**src/rtl/tank_pkg.sv**
```systemverilog
// Shared tank game types: facing directions, keycodes, game-state encodings
// and the keycode-to-direction decoder used by the tank movement logic.
package tank_pkg;

  typedef logic [9:0] pos_t;

  typedef enum logic [1:0] {
    DIR_UP    = 2'd0,
    DIR_RIGHT = 2'd1,
    DIR_DOWN  = 2'd2,
    DIR_LEFT  = 2'd3
  } dir_t;

  typedef enum logic [1:0] {
    MV_IDLE   = 2'd0,
    MV_CALC   = 2'd1,
    MV_CHECK  = 2'd2,
    MV_COMMIT = 2'd3
  } mvState_t;

  localparam logic [7:0] KEY_NONE = 8'h00;
  localparam logic [7:0] KEY_W    = 8'h1A;
  localparam logic [7:0] KEY_A    = 8'h04;
  localparam logic [7:0] KEY_S    = 8'h16;
  localparam logic [7:0] KEY_D    = 8'h07;
  localparam logic [7:0] KEY_Q    = 8'h14;
  localparam logic [7:0] KEY_E    = 8'h08;

  localparam logic [1:0] STATE_MENU = 2'd0;
  localparam logic [1:0] STATE_PLAY = 2'd1;
  localparam logic [1:0] STATE_OVER = 2'd2;

  typedef struct packed {
    logic valid;
    dir_t dir;
  } keyMove_t;

  // Only W/A/S/D are movement keys; Q/E belong to the tank selector.
  function automatic keyMove_t decodeKey(input logic [7:0] key);
    keyMove_t m;
    m.valid = 1'b1;
    m.dir   = DIR_UP;
    case (key)
      KEY_W:   m.dir = DIR_UP;
      KEY_D:   m.dir = DIR_RIGHT;
      KEY_S:   m.dir = DIR_DOWN;
      KEY_A:   m.dir = DIR_LEFT;
      default: begin
        m.valid = 1'b0;
        m.dir   = DIR_UP;
      end
    endcase
    return m;
  endfunction

endpackage

```
**src/rtl/tank_mover_if.sv**
```systemverilog
// Bus between the game top level and the tank mover: control inputs in,
// tank positions/facings and busy out.
interface tank_mover_if;
  import tank_pkg::*;

  logic [7:0] keycode;
  logic [1:0] currentState;
  logic [1:0] currentTank;
  pos_t       tank0X;
  pos_t       tank0Y;
  pos_t       tank1X;
  pos_t       tank1Y;
  dir_t       tank0Dir;
  dir_t       tank1Dir;
  logic       busy;

  modport master (
    output keycode, currentState, currentTank,
    input  tank0X, tank0Y, tank1X, tank1Y, tank0Dir, tank1Dir, busy
  );

  modport slave (
    input  keycode, currentState, currentTank,
    output tank0X, tank0Y, tank1X, tank1Y, tank0Dir, tank1Dir, busy
  );

endinterface

```
**src/rtl/frame_tick_detect.sv**
```systemverilog
// Two-flop rising-edge detector for the VGA frame pulse; tick is high for
// exactly one Clk cycle per frame.
module frame_tick_detect (
  input  logic Clk,
  input  logic Reset,
  input  logic frame_clk,
  output logic tick
);

  logic frameMeta;
  logic frameLast;

  // Sample the frame pulse and keep its previous value for edge detection.
  always_ff @(posedge Clk) begin
    if (Reset) begin
      frameMeta <= 1'b0;
      frameLast <= 1'b0;
    end else begin
      frameMeta <= frame_clk;
      frameLast <= frameMeta;
    end
  end

  assign tick = frameMeta & ~frameLast;

endmodule

```
**src/rtl/tank_mover.sv**
```systemverilog
// Moves the selected tank one STEP per frame from W/A/S/D, clamped to the
// arena and refused when it would overlap the other tank.
module tank_mover
  import tank_pkg::*;
#(
  parameter int         STEP       = 2,
  parameter int         TANK_SIZE  = 32,
  parameter int         ARENA_XMAX = 639,
  parameter int         ARENA_YMAX = 479,
  parameter int         T0_X0      = 64,
  parameter int         T0_Y0      = 224,
  parameter int         T1_X0      = 544,
  parameter int         T1_Y0      = 224,
  parameter logic [1:0] PLAY_STATE = STATE_PLAY
) (
  input  logic         Clk,
  input  logic         Reset,
  input  logic         frame_clk,
  tank_mover_if.slave  bus
);

  localparam pos_t             X_LIM  = pos_t'(ARENA_XMAX + 1 - TANK_SIZE);
  localparam pos_t             Y_LIM  = pos_t'(ARENA_YMAX + 1 - TANK_SIZE);
  localparam pos_t             SIZE_P = pos_t'(TANK_SIZE);
  localparam logic signed [10:0] STEP_S = 11'(STEP);

  function automatic pos_t clampAxis(input logic signed [10:0] v, input pos_t hi);
    pos_t r;
    if (v < 11'sd0) begin
      r = 10'd0;
    end else if (v > $signed({1'b0, hi})) begin
      r = hi;
    end else begin
      r = v[9:0];
    end
    return r;
  endfunction

  function automatic pos_t absDiff(input pos_t a, input pos_t b);
    pos_t r;
    if (a > b) begin
      r = a - b;
    end else begin
      r = b - a;
    end
    return r;
  endfunction

  logic              tick;
  mvState_t          stateR, stateNext;
  logic              busyR;
  logic              idxR;
  dir_t              dirR;
  logic signed [10:0] candXR, candYR, candXNext, candYNext;
  pos_t              tank0XR, tank0YR, tank1XR, tank1YR;
  dir_t              tank0DirR, tank1DirR;
  pos_t              curX, curY, otherX, otherY, clampX, clampY;
  logic              blocked;
  logic              startMove;
  keyMove_t          keyMove;

  wire unusedOk = &{1'b1, bus.currentTank[1]};

  frame_tick_detect uTick (
    .Clk       (Clk),
    .Reset     (Reset),
    .frame_clk (frame_clk),
    .tick      (tick)
  );

  assign keyMove   = decodeKey(bus.keycode);
  assign startMove = tick && (bus.currentState == PLAY_STATE) && keyMove.valid;

  // Next-state logic: one cycle per state once a move is accepted.
  always_comb begin
    stateNext = stateR;
    case (stateR)
      MV_IDLE: begin
        if (startMove) begin
          stateNext = MV_CALC;
        end else begin
          stateNext = MV_IDLE;
        end
      end
      MV_CALC:   stateNext = MV_CHECK;
      MV_CHECK:  stateNext = MV_COMMIT;
      MV_COMMIT: stateNext = MV_IDLE;
      default:   stateNext = MV_IDLE;
    endcase
  end

  // Candidate position, arena clamp and overlap test against the other tank.
  always_comb begin
    curX   = tank0XR;
    curY   = tank0YR;
    otherX = tank1XR;
    otherY = tank1YR;
    if (idxR) begin
      curX   = tank1XR;
      curY   = tank1YR;
      otherX = tank0XR;
      otherY = tank0YR;
    end else begin
      curX   = tank0XR;
      curY   = tank0YR;
      otherX = tank1XR;
      otherY = tank1YR;
    end
    candXNext = $signed({1'b0, curX});
    candYNext = $signed({1'b0, curY});
    case (dirR)
      DIR_UP:    candYNext = $signed({1'b0, curY}) - STEP_S;
      DIR_RIGHT: candXNext = $signed({1'b0, curX}) + STEP_S;
      DIR_DOWN:  candYNext = $signed({1'b0, curY}) + STEP_S;
      DIR_LEFT:  candXNext = $signed({1'b0, curX}) - STEP_S;
      default: begin
        candXNext = $signed({1'b0, curX});
        candYNext = $signed({1'b0, curY});
      end
    endcase
    clampX  = clampAxis(candXR, X_LIM);
    clampY  = clampAxis(candYR, Y_LIM);
    blocked = (absDiff(clampX, otherX) < SIZE_P) && (absDiff(clampY, otherY) < SIZE_P);
  end

  // State, latched request, candidate and tank registers. The commit lands on
  // the edge into COMMIT so the new values are visible throughout COMMIT.
  always_ff @(posedge Clk) begin
    if (Reset) begin
      stateR    <= MV_IDLE;
      busyR     <= 1'b0;
      idxR      <= 1'b0;
      dirR      <= DIR_UP;
      candXR    <= 11'sd0;
      candYR    <= 11'sd0;
      tank0XR   <= pos_t'(T0_X0);
      tank0YR   <= pos_t'(T0_Y0);
      tank1XR   <= pos_t'(T1_X0);
      tank1YR   <= pos_t'(T1_Y0);
      tank0DirR <= DIR_RIGHT;
      tank1DirR <= DIR_LEFT;
    end else begin
      stateR <= stateNext;
      busyR  <= (stateNext != MV_IDLE);
      if ((stateR == MV_IDLE) && startMove) begin
        idxR <= bus.currentTank[0];
        dirR <= keyMove.dir;
      end
      if (stateR == MV_CALC) begin
        candXR <= candXNext;
        candYR <= candYNext;
      end
      if (stateNext == MV_COMMIT) begin
        if (idxR) begin
          tank1DirR <= dirR;
          if (!blocked) begin
            tank1XR <= clampX;
            tank1YR <= clampY;
          end
        end else begin
          tank0DirR <= dirR;
          if (!blocked) begin
            tank0XR <= clampX;
            tank0YR <= clampY;
          end
        end
      end
    end
  end

  assign bus.tank0X   = tank0XR;
  assign bus.tank0Y   = tank0YR;
  assign bus.tank1X   = tank1XR;
  assign bus.tank1Y   = tank1YR;
  assign bus.tank0Dir = tank0DirR;
  assign bus.tank1Dir = tank1DirR;
  assign bus.busy     = busyR;

endmodule

```
**src/flat_wrapper.sv**
```systemverilog
// flat-port wrapper written by rule: the top's interface ports become plain ports
module tank_mover_flat import tank_pkg::*;
#(
  parameter int         STEP       = 2,
  parameter int         TANK_SIZE  = 32,
  parameter int         ARENA_XMAX = 639,
  parameter int         ARENA_YMAX = 479,
  parameter int         T0_X0      = 64,
  parameter int         T0_Y0      = 224,
  parameter int         T1_X0      = 544,
  parameter int         T1_Y0      = 224,
  parameter logic [1:0] PLAY_STATE = STATE_PLAY
)
  (Clk, Reset, frame_clk, bus_keycode, bus_currentState, bus_currentTank, bus_tank0X, bus_tank0Y, bus_tank1X, bus_tank1Y, bus_tank0Dir, bus_tank1Dir, bus_busy);
  tank_mover_if bus_i ();
  input  logic Clk;
  input  logic Reset;
  input  logic frame_clk;
  input wire logic [$bits(bus_i.keycode)-1:0] bus_keycode;
  input wire logic [$bits(bus_i.currentState)-1:0] bus_currentState;
  input wire logic [$bits(bus_i.currentTank)-1:0] bus_currentTank;
  output wire logic [$bits(bus_i.tank0X)-1:0] bus_tank0X;
  output wire logic [$bits(bus_i.tank0Y)-1:0] bus_tank0Y;
  output wire logic [$bits(bus_i.tank1X)-1:0] bus_tank1X;
  output wire logic [$bits(bus_i.tank1Y)-1:0] bus_tank1Y;
  output wire logic [$bits(bus_i.tank0Dir)-1:0] bus_tank0Dir;
  output wire logic [$bits(bus_i.tank1Dir)-1:0] bus_tank1Dir;
  output wire logic [$bits(bus_i.busy)-1:0] bus_busy;
  assign bus_i.keycode = bus_keycode;
  assign bus_i.currentState = bus_currentState;
  assign bus_i.currentTank = bus_currentTank;
  assign bus_tank0X = bus_i.tank0X;
  assign bus_tank0Y = bus_i.tank0Y;
  assign bus_tank1X = bus_i.tank1X;
  assign bus_tank1Y = bus_i.tank1Y;
  assign bus_tank0Dir = bus_i.tank0Dir;
  assign bus_tank1Dir = bus_i.tank1Dir;
  assign bus_busy = bus_i.busy;
  tank_mover #(.STEP(STEP), .TANK_SIZE(TANK_SIZE), .ARENA_XMAX(ARENA_XMAX), .ARENA_YMAX(ARENA_YMAX), .T0_X0(T0_X0), .T0_Y0(T0_Y0), .T1_X0(T1_X0), .T1_Y0(T1_Y0), .PLAY_STATE(PLAY_STATE)) u_core (.Clk(Clk), .Reset(Reset), .frame_clk(frame_clk), .bus(bus_i));
endmodule
```
**config.mk**
```make
export PLATFORM = sky130hd
export DESIGN_NAME = tank_mover_flat
export DESIGN_NICKNAME = d
export VERILOG_FILES = /design/src/rtl/tank_pkg.sv /design/src/rtl/tank_mover_if.sv /design/src/rtl/frame_tick_detect.sv /design/src/rtl/tank_mover.sv /design/src/flat_wrapper.sv
export SDC_FILE = /design/constraint.sdc
export NUM_CORES = 1
export LEC_CHECK = 0
export ABC_AREA = 1
export CAP_MARGIN = 10
export CORE_UTILIZATION = 55
export DETAILED_ROUTE_END_ITERATION = 10
export PLACE_DENSITY = 0.77
export SYNTH_ARGS = -nofsm -noshare
export SYNTH_HDL_FRONTEND = slang
export SYNTH_SLANG_ARGS = --single-unit
```
**constraint.sdc**
```tcl
create_clock -name Clk -period 10 [get_ports Clk]
set_clock_uncertainty 0.2 [all_clocks]
set_input_delay 3 -clock Clk [delete_from_list [all_inputs] [get_ports Clk]]
set_output_delay 3 -clock Clk [all_outputs]
set_load 0.03 [all_outputs]
```
---- Word-level counts from Yosys, hierarchy flattened ----
Index checks and enable logic that the tools add are counted.
word-level totals
  flip-flop bits (word level) ............. 74
  output and inout port bits .............. 45
cells by class
  add/subtract/negate cells ............... 8
  order comparisons ....................... 8
  equal/unequal tests ..................... 12
  multiplexer cells ....................... 16
  bitwise gates (word level) .............. 4
  reduce and logical (&&, ||, !) cells .... 12
operator list
  kind                                                             count
  2-to-1 mux 10 bit                                                10
  case mux 11 bit (2 select lines)                                 2
  subtractor 10 bit                                                4
  adder 10 x 2 -> 11 bit, second input constant                    2
  < comparator 11 x 1 -> 1 bit, second input constant              2
  subtractor 10 x 2 -> 11 bit, second input constant               2
  greater-than comparator 10 bit                                   2
  < comparator 10 x 6 -> 1 bit, second input constant              2
  == test 8 x 3 -> 1 bit, second input constant                    2
  == test 8 x 5 -> 1 bit, second input constant                    2
  greater-than comparator 11 x 10 -> 1 bit, second input constant  1
  greater-than comparator 11 bit, second input constant            1
  == test 2 bit, second input constant                             5
  case mux 2 bit (4 select lines)                                  1
  == test 2 x 1 -> 1 bit, second input constant                    3
  case mux 2 bit (3 select lines)                                  1
  AND reduction 3 bit                                              2
  logical AND 1 bit                                                4
  logical NOT 2 bit                                                2
  AND reduction 2 bit                                              2
  OR reduction 4 bit                                               1
  NOT 1 bit                                                        3
  2-to-1 mux 1 bit                                                 2
  nonzero test 2 bit                                               1
  AND 1 bit                                                        1

---- Longest topological paths before layout ----
Gate-level depths: netlist (run 1).
  word-level depth ........................ 9
  depth in mapped cells ................... 27
  mapped depth without buffers ............ 27

---- Cells and area by module ----
From an unflattened synthesis (run 1), not the netlist that was laid out.
second synthesis, totals
  cells, all modules ...................... 956
  area total of the unflattened synthesis .. 6,024.5 um^2
modules (own cells, without submodules)
  module             times used  cells each  area an instance (um^2)  sequential area each (um^2)
  tank_mover         1           949         5,965.7                  1,441.4
  frame_tick_detect  1           7           58.8                     40.0

---- Worst setup path after synthesis (run 1) ----
OpenSTA, ideal clock, no wires.
  path kind ............................... input to register
  start point ............................. input port bus_keycode[4]
  end point ............................... register u_core.dirR[0]
  library setup time ...................... 0.074 ns
  arrival ................................. 4.141 ns
  slack ................................... 5.585 ns
  cell stages on the path ................. 8
  buffers on the path ..................... 0
  path through ............................ nor4_1 and3_1 a31oi_1 nand3_1 nand4_1 nor2_1 o21ai_0 a31oi_1
between the ends
  word-level cells in the longest chain between the ends .. 5
ends and longest elaborated chain
  item                                                              line                RTL
  from (decl)                                                       flat_wrapper.sv:19  input wire logic [$bits(bus_i.keycode)-1:0] bus_keycode;
  == test 8 x 5 -> 1 bit or == test 8 x 3 -> 1 bit (tied branches)  tank_pkg.sv:43      case (key)
  OR reduction 4 bit (no line)                                      -
  2-to-1 mux 1 bit                                                  tank_pkg.sv:43
  logical AND 1 bit                                                 tank_mover.sv:72    assign startMove = tick && (bus.currentState == PLAY_STATE) && keyMove.valid;
  logical AND 1 bit                                                 tank_mover.sv:145   if ((stateR == MV_IDLE) && startMove) begin
  to (signal assigned)                                              tank_mover.sv:147   dirR <= keyMove.dir;
  to (decl)                                                         tank_mover.sv:53    dir_t dirR;
Parallel ways exist; a longest one is shown, timed or not.
A chain may end at the register's enable or synchronous reset.

---- Final worst setup path (run 1) ----
Same ends and word-level chain as after synthesis.

==> summary.txt, run 1 <==
Outcome
  – Status: completed

Logic synthesis
  – Post-synth top area cell: dfxtp_1
  – #FFs+latches synth: 74
  – Synth Net Count: 1036
  – Cell variety after synth: 41
  – Mapped Area: 0.00603 mm2
  – Top post-synthesis cells by area: dfxtp_1, nand2_1, ha_1
  – Avg Inst Size Synth: 6.26 um2
  – Post-synthesis cell count: 962
  – Post-synth ARST share: 0%
  – Post-synth EDFFs: 0
  – Seq/Total Area, Yosys: 24.6%
  – Synth Flop Type: dfxtp_1
  – Top cell type's share of synthesized area: 24.6%
  – Synth warnings: 0

Pwr
  – Leakage: 3.23 nW
  – Pwr dens: 80.7 mW/mm2
  – VDD IR-drop max: 0.0660 mV

Routing
  – Drt first pass iters: 5
  – Drt drc: 0
  – Total number of vias: 6109
  – Wire per inst: 13.6 um
  – Max Used Layer: met4
  – Met3 wire len: 1100 um
  – Initial drt markers: 426
  – Routed wire length: 15400 um
  – Number of routed nets with antenna violations: 0
  – WL met2: 6450 um
  – Vias per inst: 5.39
  – Met1 wire length: 7700 um

STA
  – Worst Tran Pin Value: 1.20 ns
  – Period utilization: 47.6%
  – Fin. max-slew vios: 0
  – Fin Setup TNS: 0 ns
  – FMAX: 0.210 GHz
  – RSZ-0062 raised after global routing: false
  – Minimum clock period: 4.76 ns
  – Final Hold Viols: 0
  – Setup-failing EPs final: 0
  – Max_slew headroom: 19.8%

Cells and area
  – Share of layout cells above drive strength 1: 4.11%
  – Number of diodes: 0
  – Post-layout net count: 1068
  – Non-Filler Instances: 1134
  – # fillers: 1044
  – Area Growth Syn to Fin: 12.6%

Job
  – Max_cap viols: 0

Placed design
  – GPL Wtd Cong: 0.910
  – HPWL Detailed: 11500 um
  – Dpl cells: 1119
  – Buffers on Ports: 58

CTS
  – Sinks on Clock Net: 74
  – Root Driver: clkbuf_8
  – Maximum root-to-sink buffer count: 2
  – Clock-pin slew on the worst setup and hold paths: 0.07 ns
  – Post-cts hold buffer count: 0
  – H-tree depth: 3
  – Num CTS Buffers: 9
  – Clock tree from TritonCTS: done
  – Skew-Pair Late Insertion Delay: 0.37 ns
  – Setup Buffers After CTS: 0
  – # resized after CTS: 0

Die
  – Core area: 0.0105 mm2
  – DIE HEIGHT: 107 um
  – Initial Utilization: 57.6%
  – Die W: 107 um
  – I/O pin cnt: 60
  – Number of core rows: 37
  – Die ar.: 0.0114 mm2

Global routing
  – Gr ovfl total: 0
  – Vias in the first global route: 5245
  – Largest net degree at the start of global routing: 64
  – First-pass GRT wire length: 25300 um
  – GRT Total Usage: 28.2%
  – Antenna violations before repair: 0

Setup path
  – CP arrival: 4.85 ns
  – CP max FO: 6
  – CP required: 10.09 ns
  – Setup crit end kind: flop
  – Crit path kind: in -> reg
  – Crit path launch type: input port

Hold path
  – Hold Crit Class: reg -> reg
cell usage after synthesis, types with 6 or more instances:
master and n:
a21oi_1 87, inv_1 137, o21ai_0 61, nand2_2 9, ha_1 57, nor3_1 10, nor2_1 98, nand3_1 66
a22oi_1 13, xor2_1 14, o21bai_1 6, a31oi_1 7, buf_2 8, nand2_1 230, dfxtp_1 74, o211ai_1 7
clkbuf_1 23
worst max-delay path: stages:
cell	delay (ns)
clkdlybuf4s50_1	0.42
nor4_1	0.36
and3_1	0.23
a31oi_1	0.06
nand3_1	0.09
nand4_1	0.11
nor2_1	0.28
o21ai_0	0.12
a31oi_1	0.19
metrics by stage:
step | instance area [um2] | hold WS, ns | setup WS [ns] | util [%] | total power (W)
floorplan | 6030 | 0.204 | 5.58 | - | 0.000315
global placement | 6600 | 0.220 | 4.90 | 63.1 | 0.000323
detailed placement | 6600 | 0.222 | 4.84 | 63.1 | 0.000323
CTS | 6790 | 0.235 | 5.21 | 64.9 | 0.000551
global route | 6790 | 0.273 | 4.98 | 64.9 | 0.000567
finish | 6790 | 0.235 | 5.24 | 64.9 | 0.000548
placed cells by master (no fill, tap or decap), types with 7 or more instances in the layout:
cell type | synthesis | routed
clkbuf_8 | 0 | 13
clkdlybuf4s50_1 | 0 | 58
a22oi_1 | 13 | 13
dfxtp_1 | 74 | 74
a21oi_1 | 87 | 87
nand2_1 | 230 | 230
ha_1 | 57 | 57
nor2_1 | 98 | 98
o21ai_0 | 61 | 61
nand2_2 | 9 | 9
xor2_1 | 14 | 14
inv_1 | 137 | 137
a31oi_1 | 7 | 7
nand3_1 | 66 | 66
nor3_1 | 10 | 10
o211ai_1 | 7 | 7
state kept, by name, summed over array words and instances (netlist names):
register                cells
u_core.candXR              11
u_core.candYR              11
u_core.bus.tank0X          10
u_core.bus.tank0Y          10
u_core.bus.tank1X          10
u_core.bus.tank1Y          10
u_core.bus.tank0Dir         2
u_core.bus.tank1Dir         2
u_core.dirR                 2
u_core.stateR               2
u_core.bus.busy             1
u_core.idxR                 1
u_core.uTick.frameLast      1
u_core.uTick.frameMeta      1
metal layers:
layer,up-vias,GRT usage [%]
met1,2751,41.8
met3,17,4.32
met2,203,41.9
met4,0,7.73
met5,-,0
li1,3138,-
power breakdown:
| part | leakage, nW | switching (W) | internal, W |
|---|---|---|---|
| logic | 2.54 | 0.0000122 | 0.00000913 |
| clock network | 0.0948 | 0.000115 | 0.000116 |
| registers | 0.597 | 0.000000286 | 0.000295 |
| total | 3.23 | 0.000128 | 0.000420 |
final cells by class:
type | instances | area (um2) | share of cell area (%)
timing repair buffer | 61 | 603 | 8.88
inverter | 144 | 542 | 7.98
clock inverter | 1 | 7.51 | 0.111
multi-input combinational | 704 | 3800 | 56.0
clock buffer | 14 | 183 | 2.69
tap | 136 | 170 | 2.51
sequential | 74 | 1480 | 21.8
kinds of logic after synthesis:
group                      after synthesis  synth area share (%)
buffers and inverters                  184                  12.3
AOI/OAI and AO/OA                      194                  17.9
xor gates and xnor gates                18                  2.62
and+or+nand+nor                        432                  30.0
other                                    1                0.0622
adders and majority gates               59                  12.5
DFF                                     74                  24.6
worst paths after layout:
check                           endpoint  cells past startpoint  slack [ns]                    from
setup / recovery          u_core.dirR[0]                      9        5.24          bus_keycode[4]
hold / removal    u_core.uTick.frameLast                      2        0.23  u_core.uTick.frameMeta
setup reg to reg    u_core.bus.tank0Y[4]                     23        5.38       u_core.candYR[10]
hold reg to reg   u_core.uTick.frameLast                      2        0.23  u_core.uTick.frameMeta
Power figures use the tool's default switching activity.
==> run 2, diff against run 1 <==
- clock period: 10 -> 4.4 ns (I/O delays scaled with it)
==> summary.txt, run 2 (same netlist as run 1, synthesis figures left out) <==
Routing
  – Routed wire length: 15500 um (+0.75%)
  – Drt drc: 0 (unchanged)
  – Wire per inst: 13.6 um (about the same)
  – Number of routed nets with antenna violations: 0 (unchanged)
  – Initial drt markers: 332 (-22%)
  – Vias per inst: 5.32 (-1.2%)
  – Drt first pass iters: 5 (unchanged)
  – Total number of vias: 6085 (-0.39%)

Cells and area
  – # fillers: 984 (-5.7%)
  – Non-Filler Instances: 1143 (+0.79%)
  – Area Growth Syn to Fin: 14.7%
  – Biggest regs: u_core.candXR (11), u_core.candYR (11)
  – Commonest cells after routing, fill and taps aside: nand2_1, inv_1, nor2_1, a21oi_1, dfxtp_1
  – Final instance area: 0.00691 mm2 (+1.8%)
  – Commonest non-fill, non-tap cell in the layout: nand2_1
  – Number of diodes: 0 (unchanged)
  – Share of layout cells above drive strength 1: 5.26% (+1.2 points)
  – Fin util: 66.0% (+1.2 points)
  – Post-layout net count: 1076 (+0.75%)

Hold path
  – Hold EP: u_core.uTick.frameLast
  – Hold Crit Class: reg -> reg
  – Hold Path Cell Cnt: 2 (unchanged)
  – Min-delay src: u_core.uTick.frameMeta

Global routing
  – GRT Total Usage: 28.3% (+0.15 points)
  – Largest net degree at the start of global routing: 51 (-20%)
  – Gr ovfl total: 0 (unchanged)
  – First-pass GRT wire length: 25700 um (+1.7%)
  – Antenna violations before repair: 0 (unchanged)
  – Vias in the first global route: 5357 (+2.1%)

Placed design
  – Placed instance area: 0.00667 mm2 (+1.1%)
  – Dpl cells: 1127 (+0.71%)
  – GPL Wtd Cong: 0.952 (+4.5%)
  – HPWL Detailed: 11800 um (+2.9%)
  – Post-Place Worst Slack: 0.250 ns (-4.59 ns)
  – Buffers on Ports: 58 (unchanged)

Setup path
  – Cell Chain, Critical Path: nor2_4 > nand2_2 > a31oi_2 > o21ai_0 > ha_1 > a21oi_1 > o21ai_0 > a21oi_1 > nand2_1 > nand2_2 > inv_2 > nand2_1 > nand2_1 > nor2_1 > nand4_1 > nor2_2 > nand2_4 > buf_12 > nand3_1 > nand2_1 > nor2_1
  – Most common cell on crit path: nand2_1
  – R2r setup slk: 0.36 ns (-5.02 ns)
  – Slowest stage delay, CP: 0.45 ns (+0.03 ns)
  – CP max-delay cell: ha_1
  – Crit path launch type: flop
  – Setup crit end kind: flop
  – Crit path kind: reg -> reg
  – RR Startpoint: u_core.candXR[10]
  – Reg2reg end: u_core.bus.tank1X[6]
  – CP arrival: 4.13 ns (-0.72 ns)
  – CP required: 4.49 ns (-5.60 ns)
  – CP max FO: 46 (+40)
  – Reg2reg path depth: 21 (-8.7%)

CTS
  – Skew-Pair Late Insertion Delay: 0.36 ns (about the same)
  – Post-cts hold buffer count: 0 (unchanged)
  – Root Driver: clkbuf_8
  – Clock-pin slew on the worst setup and hold paths: 0.09 ns (+0.02 ns)
  – Setup Buffers After CTS: 0 (unchanged)
  – Maximum root-to-sink buffer count: 2 (unchanged)
  – Clock tree from TritonCTS: done
  – Sinks on Clock Net: 74 (unchanged)
  – H-tree depth: 3 (unchanged)
  – Num CTS Buffers: 9 (unchanged)

STA
  – Worst Tran Pin Value: 0.898 ns (-0.304 ns)
  – Final Hold Viols: 0 (unchanged)
  – Setup-failing EPs final: 0 (unchanged)
  – FMAX: 0.248 GHz
  – Max_slew headroom: 40.1% (+20 points)
  – Minimum clock period: 4.04 ns
  – Period utilization: 91.7%
  – Setup WS post-layout: 0.365 ns (-4.88 ns)
  – Fin Setup TNS: 0 ns (unchanged)
  – RSZ-0062 raised after global routing: false
  – Fin. max-slew vios: 0 (unchanged)

Die
  – Number of core rows: 37 (unchanged)
  – Die ar.: 0.0114 mm2 (unchanged)
  – Die W: 107 um (unchanged)
  – I/O pin cnt: 60 (unchanged)
  – Initial Utilization: 57.6% (unchanged)
  – Core area: 0.0105 mm2 (unchanged)
  – DIE HEIGHT: 107 um (unchanged)

Pwr
  – Leakage: 3.30 nW (+2.0%)
  – Pwr dens: 193 mW/mm2 (+140%)
  – VDD IR-drop max: 0.172 mV (+160%)

Job
  – Max_cap viols: 0 (unchanged)

Outcome
  – Status: completed
## run 2: cell count changes in the layout (fill, tap and decap cells not counted), sizes merged
cell | previous run | this run
buf | 3 | 11
clkinv | 2 | 5
bufinv | 0 | 2
clkbuf | 14 | 10
## run 2: how the worst max path moves through the flow
| stage | from | to | slack [ns] | cells past startpoint |
|---|---|---|---|---|
| 6_report | u_core.candXR[10] | u_core.bus.tank1X[6] | 0.36 | 21 |
| 5_1_grt | u_core.candYR[10] | u_core.bus.tank0X[4] | 0.07 | 24 |
| 2_1_floorplan | u_core.idxR | u_core.bus.tank1Y[0] | 0.93 | 20 |
| 4_1_cts | u_core.candXR[10] | u_core.bus.tank1X[6] | 0.22 | 21 |
| 3_5_place_dp | u_core.candXR[10] | u_core.bus.tank1X[6] | 0.25 | 21 |
| 3_3_place_gp | u_core.candXR[10] | u_core.bus.tank1Y[3] | 0.28 | 21 |
## run 2: worst max-delay path, delay by kind of cell, from the launching register on
family | cells | cell delay, ns
flip-flops | 1 | 0.44
AND/OR/NAND/NOR | 13 | 1.40
buffers and inverters | 2 | 0.30
adder cells (fa/ha/maj) | 1 | 0.45
AO/OA/AOI/OAI | 5 | 1.16
## run 2: layer usage
layer	part of all wire [%]	global-route usage, %
met2	43	42.8
met4	1.4	8.71
met1	49	41.5
met3	6.9	3.71
met5	0	0
## run 2: metrics by stage
step / power, W / hold WS (ns)
3_5_place_dp: 0.000735 / 0.220
6_report: 0.00133 / 0.229
3_3_place_gp: 0.000734 / 0.211
2_1_floorplan: 0.000716 / 0.204
4_1_cts: 0.00134 / 0.229
5_1_grt: 0.00137 / 0.243
## run 2: timing repair
item / CTS / global route
endpoints found under the hold margin: 0 / 0
setup endpoints to repair: 0 / 33
resized for setup: 0 / 2
## run 2: area by class of cell
class	count	area, um2	area share, %
clock inverter	6	90.1	1.30
timing repair buffer	69	676	9.78
sequential	74	1480	21.4
clock buffer	10	138	1.99
inverter	144	542	7.84
tap	136	170	2.46
multi-input combinational	704	3810	55.2
## run 2: power breakdown
part           internal (W)  switching (W)   total, W
clock network      0.000336       0.000275   0.000611
logic             0.0000208      0.0000280  0.0000487
registers          0.000670    0.000000650   0.000671
==> run 3, diff against run 2 <==
- SLEW_MARGIN: not set -> 20
- TNS_END_PERCENT: not set -> 20
==> results of run 3 <==
The final DEF is identical to that of run 2; final timing and power are the same.
